--- src/rtl/pll_cfg_pkg.sv ---
// PLL reconfiguration constants and sequencer state encoding shared by the
// mode sequencer and anything that decodes its write stream.
package pll_cfg_pkg;

    typedef enum logic [2:0] {
        ST_IDLE,
        ST_WRITE,
        ST_LOCK_BLANK,
        ST_WAIT_LOCK,
        ST_SETTLE,
        ST_ERROR
    } seq_state_t;

    localparam logic [5:0] ADDR_MODE  = 6'd0;
    localparam logic [5:0] ADDR_N     = 6'd3;
    localparam logic [5:0] ADDR_M     = 6'd4;
    localparam logic [5:0] ADDR_C0    = 6'd5;
    localparam logic [5:0] ADDR_MFRAC = 6'd7;
    localparam logic [5:0] ADDR_START = 6'd2;

    localparam logic [31:0] DATA_MODE  = 32'h0000_0000;
    localparam logic [31:0] DATA_N     = 32'h0001_0000;
    localparam logic [31:0] DATA_M     = 32'h0000_0404;
    localparam logic [31:0] C0_PAL     = 32'h0002_0504;
    localparam logic [31:0] C0_NTSC    = 32'h0000_0505;
    localparam logic [31:0] MFRAC_PAL  = 32'hA3D7_09E8;
    localparam logic [31:0] MFRAC_NTSC = 32'h9745_BF27;
    localparam logic [31:0] DATA_START = 32'h0000_0000;

    localparam logic [2:0] LAST_IDX          = 3'd5;
    localparam int         LOCK_BLANK_CYCLES = 16;

endpackage

--- src/rtl/pll_mode_sequencer_if.sv ---
// PLL reconfiguration management port (write-only, waitrequest-stalled).
interface pll_mode_sequencer_if;
    logic        mgmt_waitrequest;
    logic        mgmt_write;
    logic [5:0]  mgmt_address;
    logic [31:0] mgmt_writedata;

    modport master (input mgmt_waitrequest, output mgmt_write, mgmt_address, mgmt_writedata);
    modport slave  (input mgmt_write, mgmt_address, mgmt_writedata, output mgmt_waitrequest);
endinterface

--- src/rtl/sync_2ff.sv ---
// Single-bit two-flop synchronizer for asynchronous level inputs.
module sync_2ff (
    input  logic CLK_50M,
    input  logic d,
    output logic q
);
    logic meta;

    always_ff @(posedge CLK_50M) begin
        meta <= d;
        q    <= meta;
    end
endmodule

--- src/rtl/pll_mode_sequencer.sv ---
// Reprograms the video PLL for PAL/NTSC on a mode change, waits for lock and
// a settle period, and holds the emulation core in reset until the clock is good.
module pll_mode_sequencer
    import pll_cfg_pkg::*;
#(
    parameter int SETTLE_CYCLES = 1024,
    parameter int LOCK_TIMEOUT  = 65536,
    parameter int MAX_RETRY     = 3
) (
    input  logic                 CLK_50M,
    input  logic                 RESET,
    input  logic                 pal,
    input  logic                 pll_locked,
    pll_mode_sequencer_if.master mgmt,
    output logic                 core_reset,
    output logic                 busy,
    output logic                 error
);
    localparam int CNT_MAX = (LOCK_TIMEOUT > SETTLE_CYCLES) ?
                             ((LOCK_TIMEOUT > LOCK_BLANK_CYCLES) ? LOCK_TIMEOUT : LOCK_BLANK_CYCLES) :
                             ((SETTLE_CYCLES > LOCK_BLANK_CYCLES) ? SETTLE_CYCLES : LOCK_BLANK_CYCLES);
    localparam int CW = $clog2(CNT_MAX + 1);
    localparam int RW = $clog2(MAX_RETRY + 1);

    localparam logic [CW-1:0] BLANK_TC   = CW'(LOCK_BLANK_CYCLES - 1);
    localparam logic [CW-1:0] TIMEOUT_TC = CW'(LOCK_TIMEOUT - 1);
    localparam logic [CW-1:0] SETTLE_TC  = CW'(SETTLE_CYCLES - 1);

    logic pal_s, lock_s;

    sync_2ff u_sync_pal  (.CLK_50M(CLK_50M), .d(pal),        .q(pal_s));
    sync_2ff u_sync_lock (.CLK_50M(CLK_50M), .d(pll_locked), .q(lock_s));

    seq_state_t    state_q, state_n;
    logic [2:0]    idx_q, idx_n;
    logic [CW-1:0] cnt_q, cnt_n, cnt_inc;
    logic [RW-1:0] retry_q, retry_n;
    logic          target_q, target_n, applied_q, applied_n;
    logic          mw_q, mw_n, core_reset_q, core_reset_n, busy_q, busy_n, error_q, error_n;
    logic [5:0]    addr_q, addr_n, tbl_addr;
    logic [31:0]   data_q, data_n, tbl_data;

    assign cnt_inc = (&cnt_q) ? cnt_q : cnt_q + 1'b1;

    // Mode-dependent entries always use the latched target, never live pal_s.
    always_comb begin
        tbl_addr = ADDR_MODE;
        tbl_data = DATA_MODE;
        case (idx_q)
            3'd0:    begin tbl_addr = ADDR_MODE;  tbl_data = DATA_MODE;  end
            3'd1:    begin tbl_addr = ADDR_N;     tbl_data = DATA_N;     end
            3'd2:    begin tbl_addr = ADDR_M;     tbl_data = DATA_M;     end
            3'd3:    begin tbl_addr = ADDR_C0;    tbl_data = target_q ? C0_PAL : C0_NTSC;       end
            3'd4:    begin tbl_addr = ADDR_MFRAC; tbl_data = target_q ? MFRAC_PAL : MFRAC_NTSC; end
            3'd5:    begin tbl_addr = ADDR_START; tbl_data = DATA_START; end
            default: begin tbl_addr = ADDR_MODE;  tbl_data = DATA_MODE;  end
        endcase
    end

    always_comb begin
        state_n      = state_q;
        idx_n        = idx_q;
        cnt_n        = cnt_q;
        retry_n      = retry_q;
        target_n     = target_q;
        applied_n    = applied_q;
        mw_n         = 1'b0;
        addr_n       = addr_q;
        data_n       = data_q;
        core_reset_n = core_reset_q;
        busy_n       = busy_q;
        error_n      = error_q;
        case (state_q)
            ST_IDLE: begin
                if (pal_s != applied_q) begin
                    target_n     = pal_s;
                    retry_n      = '0;
                    idx_n        = '0;
                    core_reset_n = 1'b1;
                    busy_n       = 1'b1;
                    state_n      = ST_WRITE;
                end
            end
            ST_WRITE: begin
                core_reset_n = 1'b1;
                busy_n       = 1'b1;
                // Issue takes one cycle, then hold until the slave accepts.
                if (!mw_q) begin
                    mw_n   = 1'b1;
                    addr_n = tbl_addr;
                    data_n = tbl_data;
                end else if (mgmt.mgmt_waitrequest) begin
                    mw_n = 1'b1;
                end else if (idx_q == LAST_IDX) begin
                    cnt_n   = '0;
                    state_n = ST_LOCK_BLANK;
                end else begin
                    idx_n = idx_q + 3'd1;
                end
            end
            ST_LOCK_BLANK: begin
                if (cnt_q == BLANK_TC) begin
                    cnt_n   = '0;
                    state_n = ST_WAIT_LOCK;
                end else begin
                    cnt_n = cnt_inc;
                end
            end
            ST_WAIT_LOCK: begin
                if (lock_s) begin
                    cnt_n   = '0;
                    state_n = ST_SETTLE;
                end else if (cnt_q == TIMEOUT_TC) begin
                    cnt_n   = '0;
                    retry_n = (&retry_q) ? retry_q : retry_q + 1'b1;
                    if (int'(retry_q) + 1 >= MAX_RETRY) begin
                        error_n = 1'b1;
                        busy_n  = 1'b0;
                        state_n = ST_ERROR;
                    end else begin
                        idx_n   = '0;
                        state_n = ST_WRITE;
                    end
                end else begin
                    cnt_n = cnt_inc;
                end
            end
            ST_SETTLE: begin
                if (!lock_s) begin
                    cnt_n = '0;
                end else if (cnt_q == SETTLE_TC) begin
                    applied_n    = target_q;
                    core_reset_n = 1'b0;
                    busy_n       = 1'b0;
                    state_n      = ST_IDLE;
                end else begin
                    cnt_n = cnt_inc;
                end
            end
            ST_ERROR: begin
                core_reset_n = 1'b1;
                error_n      = 1'b1;
                if (pal_s != target_q) begin
                    target_n = pal_s;
                    retry_n  = '0;
                    idx_n    = '0;
                    error_n  = 1'b0;
                    busy_n   = 1'b1;
                    state_n  = ST_WRITE;
                end
            end
            default: state_n = ST_IDLE;
        endcase
    end

    always_ff @(posedge CLK_50M) begin
        if (RESET) begin
            state_q      <= ST_WRITE;
            idx_q        <= '0;
            cnt_q        <= '0;
            retry_q      <= '0;
            target_q     <= pal_s;
            applied_q    <= 1'b0;
            mw_q         <= 1'b0;
            addr_q       <= '0;
            data_q       <= '0;
            core_reset_q <= 1'b1;
            busy_q       <= 1'b1;
            error_q      <= 1'b0;
        end else begin
            state_q      <= state_n;
            idx_q        <= idx_n;
            cnt_q        <= cnt_n;
            retry_q      <= retry_n;
            target_q     <= target_n;
            applied_q    <= applied_n;
            mw_q         <= mw_n;
            addr_q       <= addr_n;
            data_q       <= data_n;
            core_reset_q <= core_reset_n;
            busy_q       <= busy_n;
            error_q      <= error_n;
        end
    end

    assign mgmt.mgmt_write     = mw_q;
    assign mgmt.mgmt_address   = addr_q;
    assign mgmt.mgmt_writedata = data_q;
    assign core_reset          = core_reset_q;
    assign busy                = busy_q;
    assign error               = error_q;

endmodule
--- src/flat_wrapper.sv ---
// flat-port wrapper written by rule: the top's interface ports become plain ports
module pll_mode_sequencer_flat import pll_cfg_pkg::*;
#(
    parameter int SETTLE_CYCLES = 1024,
    parameter int LOCK_TIMEOUT  = 65536,
    parameter int MAX_RETRY     = 3
)
  (CLK_50M, RESET, pal, pll_locked, core_reset, busy, error, mgmt_mgmt_waitrequest, mgmt_mgmt_write, mgmt_mgmt_address, mgmt_mgmt_writedata);
  pll_mode_sequencer_if mgmt_i ();
  input  logic CLK_50M;
  input  logic RESET;
  input  logic pal;
  input  logic pll_locked;
  output logic core_reset;
  output logic busy;
  output logic error;
  input wire logic [$bits(mgmt_i.mgmt_waitrequest)-1:0] mgmt_mgmt_waitrequest;
  output wire logic [$bits(mgmt_i.mgmt_write)-1:0] mgmt_mgmt_write;
  output wire logic [$bits(mgmt_i.mgmt_address)-1:0] mgmt_mgmt_address;
  output wire logic [$bits(mgmt_i.mgmt_writedata)-1:0] mgmt_mgmt_writedata;
  assign mgmt_i.mgmt_waitrequest = mgmt_mgmt_waitrequest;
  assign mgmt_mgmt_write = mgmt_i.mgmt_write;
  assign mgmt_mgmt_address = mgmt_i.mgmt_address;
  assign mgmt_mgmt_writedata = mgmt_i.mgmt_writedata;
  pll_mode_sequencer #(.SETTLE_CYCLES(SETTLE_CYCLES), .LOCK_TIMEOUT(LOCK_TIMEOUT), .MAX_RETRY(MAX_RETRY)) u_core (.CLK_50M(CLK_50M), .RESET(RESET), .pal(pal), .pll_locked(pll_locked), .mgmt(mgmt_i), .core_reset(core_reset), .busy(busy), .error(error));
endmodule
--- config.mk ---
export PLATFORM = sky130hd
export DESIGN_NAME = pll_mode_sequencer_flat
export DESIGN_NICKNAME = d
export VERILOG_FILES = /design/src/rtl/pll_cfg_pkg.sv /design/src/rtl/pll_mode_sequencer_if.sv /design/src/rtl/sync_2ff.sv /design/src/rtl/pll_mode_sequencer.sv /design/src/flat_wrapper.sv
export SDC_FILE = /design/constraint.sdc
export NUM_CORES = 1
export LEC_CHECK = 0
export BUFFER_PORTS_ARGS = -buffer_cell sky130_fd_sc_hd__buf_2
export CORE_MARGIN = 1.5
export CORE_UTILIZATION = 49
export DETAILED_ROUTE_END_ITERATION = 16
export GPL_TIMING_DRIVEN = 0
export PLACE_DENSITY = 0.75
export SYNTH_ARGS = -nofsm -noshare
export SYNTH_HDL_FRONTEND = slang
export SYNTH_SLANG_ARGS = --single-unit
--- constraint.sdc ---
create_clock -name CLK_50M -period 6.2 [get_ports CLK_50M]
set_clock_uncertainty 0.1 [all_clocks]
set_input_delay 0.62 -clock CLK_50M [delete_from_list [all_inputs] [get_ports CLK_50M]]
set_output_delay 0.62 -clock CLK_50M [all_outputs]
set_load 0.01 [all_outputs]
After elaboration in Yosys (flattened, before gate mapping)
Index checks and enable logic that the tools add are counted.
- logic and storage cells: 139
- output and inout port bits: 42
- flip-flop bits (word level): 73
- bits of input ports: 5
- add/sub/neg operators: 4
- reductions and logical operators: 22
- bitwise operators: 2
- magnitude comparators: 1
- equal/unequal tests: 33
- mux-type cells: 61
- operator list (operator ; count):
    17-bit two-way mux ; 9
    32-bit one-hot mux with 4 select lines ; 1
    17-bit one-hot mux with 4 select lines ; 1
    3-bit two-way mux ; 19
    32-bit by 3-bit greater-or-equal comparator with 1-bit output, second input constant ; 1
    30-bit two-way mux ; 1
    18-bit two-way mux ; 1
    3-bit one-hot mux with 6 select lines ; 1
    9-bit AND reduction ; 2
    17-bit by 1-bit adder with 17-bit output, second input constant ; 1
    17-bit by 10-bit == test with 1-bit output, second input constant ; 1
    17-bit by 16-bit == test with 1-bit output, second input constant ; 1
    17-bit by 4-bit == test with 1-bit output, second input constant ; 1
    17-bit AND reduction ; 1
    1-bit two-way mux ; 16
    2-bit by 1-bit != test with 1-bit output, second input constant ; 8
    3-bit one-hot mux with 5 select lines ; 1
    3-bit by 2-bit == test with 1-bit output, second input constant ; 4
    3-bit == test, second input constant ; 4
    2-bit != test, second input constant ; 6
    3-bit one-hot mux with 4 select lines ; 1
    2-bit two-way mux ; 5
    3-bit by 2-bit != test with 1-bit output, second input constant ; 3
    3-bit nonzero test ; 3
    other kinds (22) ; 31

Depth between registers and ports, before layout
- depth after elaboration: 6
- depth in mapped cells: 9

Hierarchy
A second synthesis with hierarchy kept.
- cells, all modules: 328
- area total of the unflattened synthesis: 2720.1 um^2
- by module, submodules not included (module ; area an instance (um^2) ; times used ; cells an instance):
    pll_mode_sequencer ; 2640.0 ; 1 ; 324
    sync_2ff ; 40.0 ; 2 ; 2

Worst setup path after synthesis
Ideal clock, no wire load.
- kind: flip-flop to flip-flop
- start point: register u_core.cnt_q[0]
- end point: register u_core.state_q[2]
- path slack: 3.764 ns
- cell stages (with the launch flop): 9
- required time: 5.977 ns
- arrival time: 2.213 ns
- period minus slack after synthesis: 2.436 ns
- path buffers: 2
- library setup time: 0.123 ns
- cell sequence: dfxtp_1 > ha_1 > buf_4 > nand3_1 > or4_4 > buf_6 > o21a_1 > nor4b_2 > mux2_1
- word-level cells in the longest chain between the ends: 3
- elaborated cells between the ends (all ways): 7
- RTL lines (item ; line ; source):
    from (decl) ; pll_mode_sequencer.sv:36 ; logic [CW-1:0] cnt_q, cnt_n, cnt_inc;
    from (signal assigned) ; pll_mode_sequencer.sv:173 ; cnt_q <= cnt_n;
    17-bit by 16-bit == test with 1-bit output, or another cell as far along ; pll_mode_sequencer.sv:113 ; end else if (cnt_q == TIMEOUT_TC) begin
    3-bit by 2-bit != test with 1-bit output (no source line) or 2-bit by 1-bit != test with 1-bit output (tied branches) ; -- ;
    9-bit AND reduction (no source line) (*) ; -- ;
    to (signal assigned) ; pll_mode_sequencer.sv:171 ; state_q <= state_n;
    to (decl) ; pll_mode_sequencer.sv:34 ; seq_state_t state_q, state_n;
Every way passes the cells marked *; elsewhere a longest branch is shown, timed or not.
A chain may end at the register's enable or synchronous reset.

Final worst setup path
Same ends and word-level chain as after synthesis.

==> reports/metrics.yaml <==
clock_tree:
  post_cts_buffers: 0
  hold_buffers: 0
  cts_tree: "done"
  htreeDepth: 2
  path_clk_slew_ns: 0.09
  cts.repair.resized: 0
  clock-sinks: 46
  cts_buffers: 5
  cts_buffer_depth: 2
  clk_latency_ns: 0.30
  cts_root_buf: "clkbuf_8"
drt:
  routed_wire_length_per_instance_um: 13.65
  drcViolationCount: 0
  wirelength_um: 6277
  first_iter_violations: 143
  dr.pass1.iters: 5
  ant_nets: 0
  viasPerCell: 5.711
  num_vias: 2627
timing:
  setup_viol: 0
  fin_crit_ns: 2.635
  hold_slack_ns: 0.2323
  relSlewSlack_pct: 62.51
  hold_viol_final: 0
  fin_crit_sh_pct: 42.51
  maxSlewViolCount: 0
  worst_pin_slew_ns: 0.5623
  rsz0062_at_grt: "no"
  max_freq_mhz: 379.4
  tns_ns: 0
floorplanning:
  dieWidth_um: 78.17
  coreArea_um2: 5473
  die_area_um2: 6111
  io_pins: 47
  initial_core_util_pct: 50.59
  die_h_um: 78.17
  num_rows: 27
worst_setup_path:
  arrival_ns: 2.73
  rr_startpoint: "u_core.cnt_q[0]$_SDFFE_PP0P_"
  cp-start-kind: "register"
  crit_fanout: 10
  r2r_slack_ns: 3.56
  reg2reg_depth: 8
  r2r-end: "u_core.state_q[2]$_SDFFE_PP0P_"
  required_ns: 6.29
  end_kind: "register"
  setup.worst_path.class: "register to register"
final_layout:
  area_growth_pct: 14.91
  final_cell_count_no_fill: 460
  diodes: 0
  drive_gt1_share_pct: 23.45
  nets: 402
  fin_util_pct: 58.14
yosys:
  synth_top_flop_cell: "dfxtp_1"
  syn-cell-area_um2: 2769
  synth-async-reset-ratio_pct: 0
  synth.top_cell.area_share_pct: 32.54
  syn-instance-count: 337
  synth_common_cells: "dfxtp_1 (45), a21oi_1 (30), buf_4 (30)"
  synth_edf_count: 1
  ys_ff_latch: 46
  yosysWarnings: 0
  yosysSeqAreaShare_pct: 33.62
  synthTopCellsByArea: "dfxtp_1 (33%), buf_4 (8.1%), a21oi_1 (5.4%), o31ai_1 (4.9%), or4_1 (4.9%)"
  yosysMostFrequentCell: "dfxtp_1"
  syn_area_per_cell_um2: 8.216
  ys_types: 52
  synth_largest_area_cell: "dfxtp_1"
outcome:
  status: "finished, final reports clean"
min_path:
  hold_class: "register to register"
  hp-start: "u_core.u_sync_lock.meta$_DFF_P_"
  worst_hold_path.endpoint: "u_core.u_sync_lock.q$_DFF_P_"
  min_path_cells: 0
global_route:
  globalRouteOverflowTotal: 0
  grt_pass1_wl_um: 10520
  grt_usage_pct: 21.17
  grt_pass1_vias: 2334
  grt_max_degree: 14
  antenna_found_initial: 0
run:
  drv_cap: 0
pwr:
  leakagePower_nw: 1.279
  pwr_density_cell_nw_per_um2: 302.7
  ir_drop_mv: 0.1884
  power_mw: 0.9631
placement:
  io_buffers: 36
  place_congestion: 0.9715
  dp_hpwl_um: 4588
  dp.cells: 453
-- worst max-delay path, cell delays in order, from the launching register on --
cell and delay (ns):
dfxtp_1 0.37, ha_1 0.16, buf_4 0.17, nand3_1 0.18
or4_4 0.58, buf_6 0.16, o21a_1 0.17, nor4b_2 0.28
mux2_1 0.34
-- cell families after synthesis --
logic type,after synthesis,synth area share [%]
compound gates,89,20.29
xor+xnor,2,0.6327
fa+ha+maj,9,4.067
buf+inv,61,13.24
flops,46,33.62
mux,2,0.7682
other cells,1,0.1354
simple gates,127,27.25
-- per-stage QoR --
stage / setup slack (ns) / cell area (um^2)
after floorplan: 3.764 / 2799
after global placement: 3.636 / 3069
after detailed placement: 3.578 / 3069
after CTS: 3.555 / 3182
after global routing: 3.400 / 3182
final: 3.565 / 3182
-- registers in the layout, summed over array words and instances, names as in the netlist --
name	flops
u_core.u_sync_lock.meta	1
u_core.mgmt.mgmt_writedata	8
u_core.core_reset	1
u_core.u_sync_pal.meta	1
u_core.state_q	3
u_core.target_q	1
u_core.idx_q	3
u_core.mgmt.mgmt_write	1
u_core.cnt_q	17
u_core.u_sync_lock.q	1
u_core.applied_q	1
u_core.mgmt.mgmt_address	3
u_core.u_sync_pal.q	1
u_core.error	1
u_core.retry_q	2
u_core.busy	1
-- report_power, final --
group / switching [mW] / internal, mW
Combinational: 0.226 / 0.145
Sequential: 0.0279 / 0.335
Clock: 0.100 / 0.129
Total: 0.354 / 0.609
-- per-layer routing --
layer | part of all wire [%] | up-vias | wire length (um) | GRT usage [%]
met5 | 0 | - | 0 | 0
met1 | 45 | 1190 | 2810 | 27.59
met2 | 45 | 111 | 2840 | 34.09
met3 | 8.6 | 10 | 538 | 4.884
li1 | - | 1316 | - | -
met4 | 1.4 | 0 | 87 | 7.857
-- cell usage in the layout, fill, tap and decap left out, types with 4 or more instances in the layout --
cell / instances
dfxtp_1: 45
buf_2: 38
a21oi_1: 30
buf_4: 30
nand2_1: 25
or4_1: 18
o31ai_1: 18
nor2_1: 17
nor3_1: 15
clkbuf_1: 14
o21ai_0: 13
inv_1: 11
nand3_1: 11
nand4_1: 9
ha_1: 9
conb_1: 9
clkbuf_8: 6
nor2b_1: 5
and2_1: 5
a311oi_1: 4
-- worst max path at each step --
stage                            startpoint                             end  slack (ns)
6_report       u_core.cnt_q[0]$_SDFFE_PP0P_  u_core.state_q[2]$_SDFFE_PP0P_        3.56
5_1_grt        u_core.cnt_q[0]$_SDFFE_PP0P_    u_core.cnt_q[6]$_SDFFE_PP0P_        3.40
4_1_cts        u_core.cnt_q[0]$_SDFFE_PP0P_  u_core.state_q[2]$_SDFFE_PP0P_        3.56
3_5_place_dp   u_core.cnt_q[0]$_SDFFE_PP0P_  u_core.state_q[2]$_SDFFE_PP0P_        3.58
3_3_place_gp   u_core.cnt_q[0]$_SDFFE_PP0P_  u_core.state_q[2]$_SDFFE_PP0P_        3.64
2_1_floorplan  u_core.cnt_q[0]$_SDFFE_PP0P_  u_core.state_q[2]$_SDFFE_PP0P_        3.76
-- layout make-up --
class | count | area, um^2
multi-input cells | 238 | 1501
clock inverters | 1 | 30.03
flip-flops and latches | 46 | 930.9
well taps | 72 | 90.09
plain buffers | 50 | 325.3
clock buffers | 6 | 82.58
repair buffers | 36 | 180.2
inverters | 11 | 41.29
fillers | 526 | 2291
Note: power is estimated with default switching activity, not from simulation.
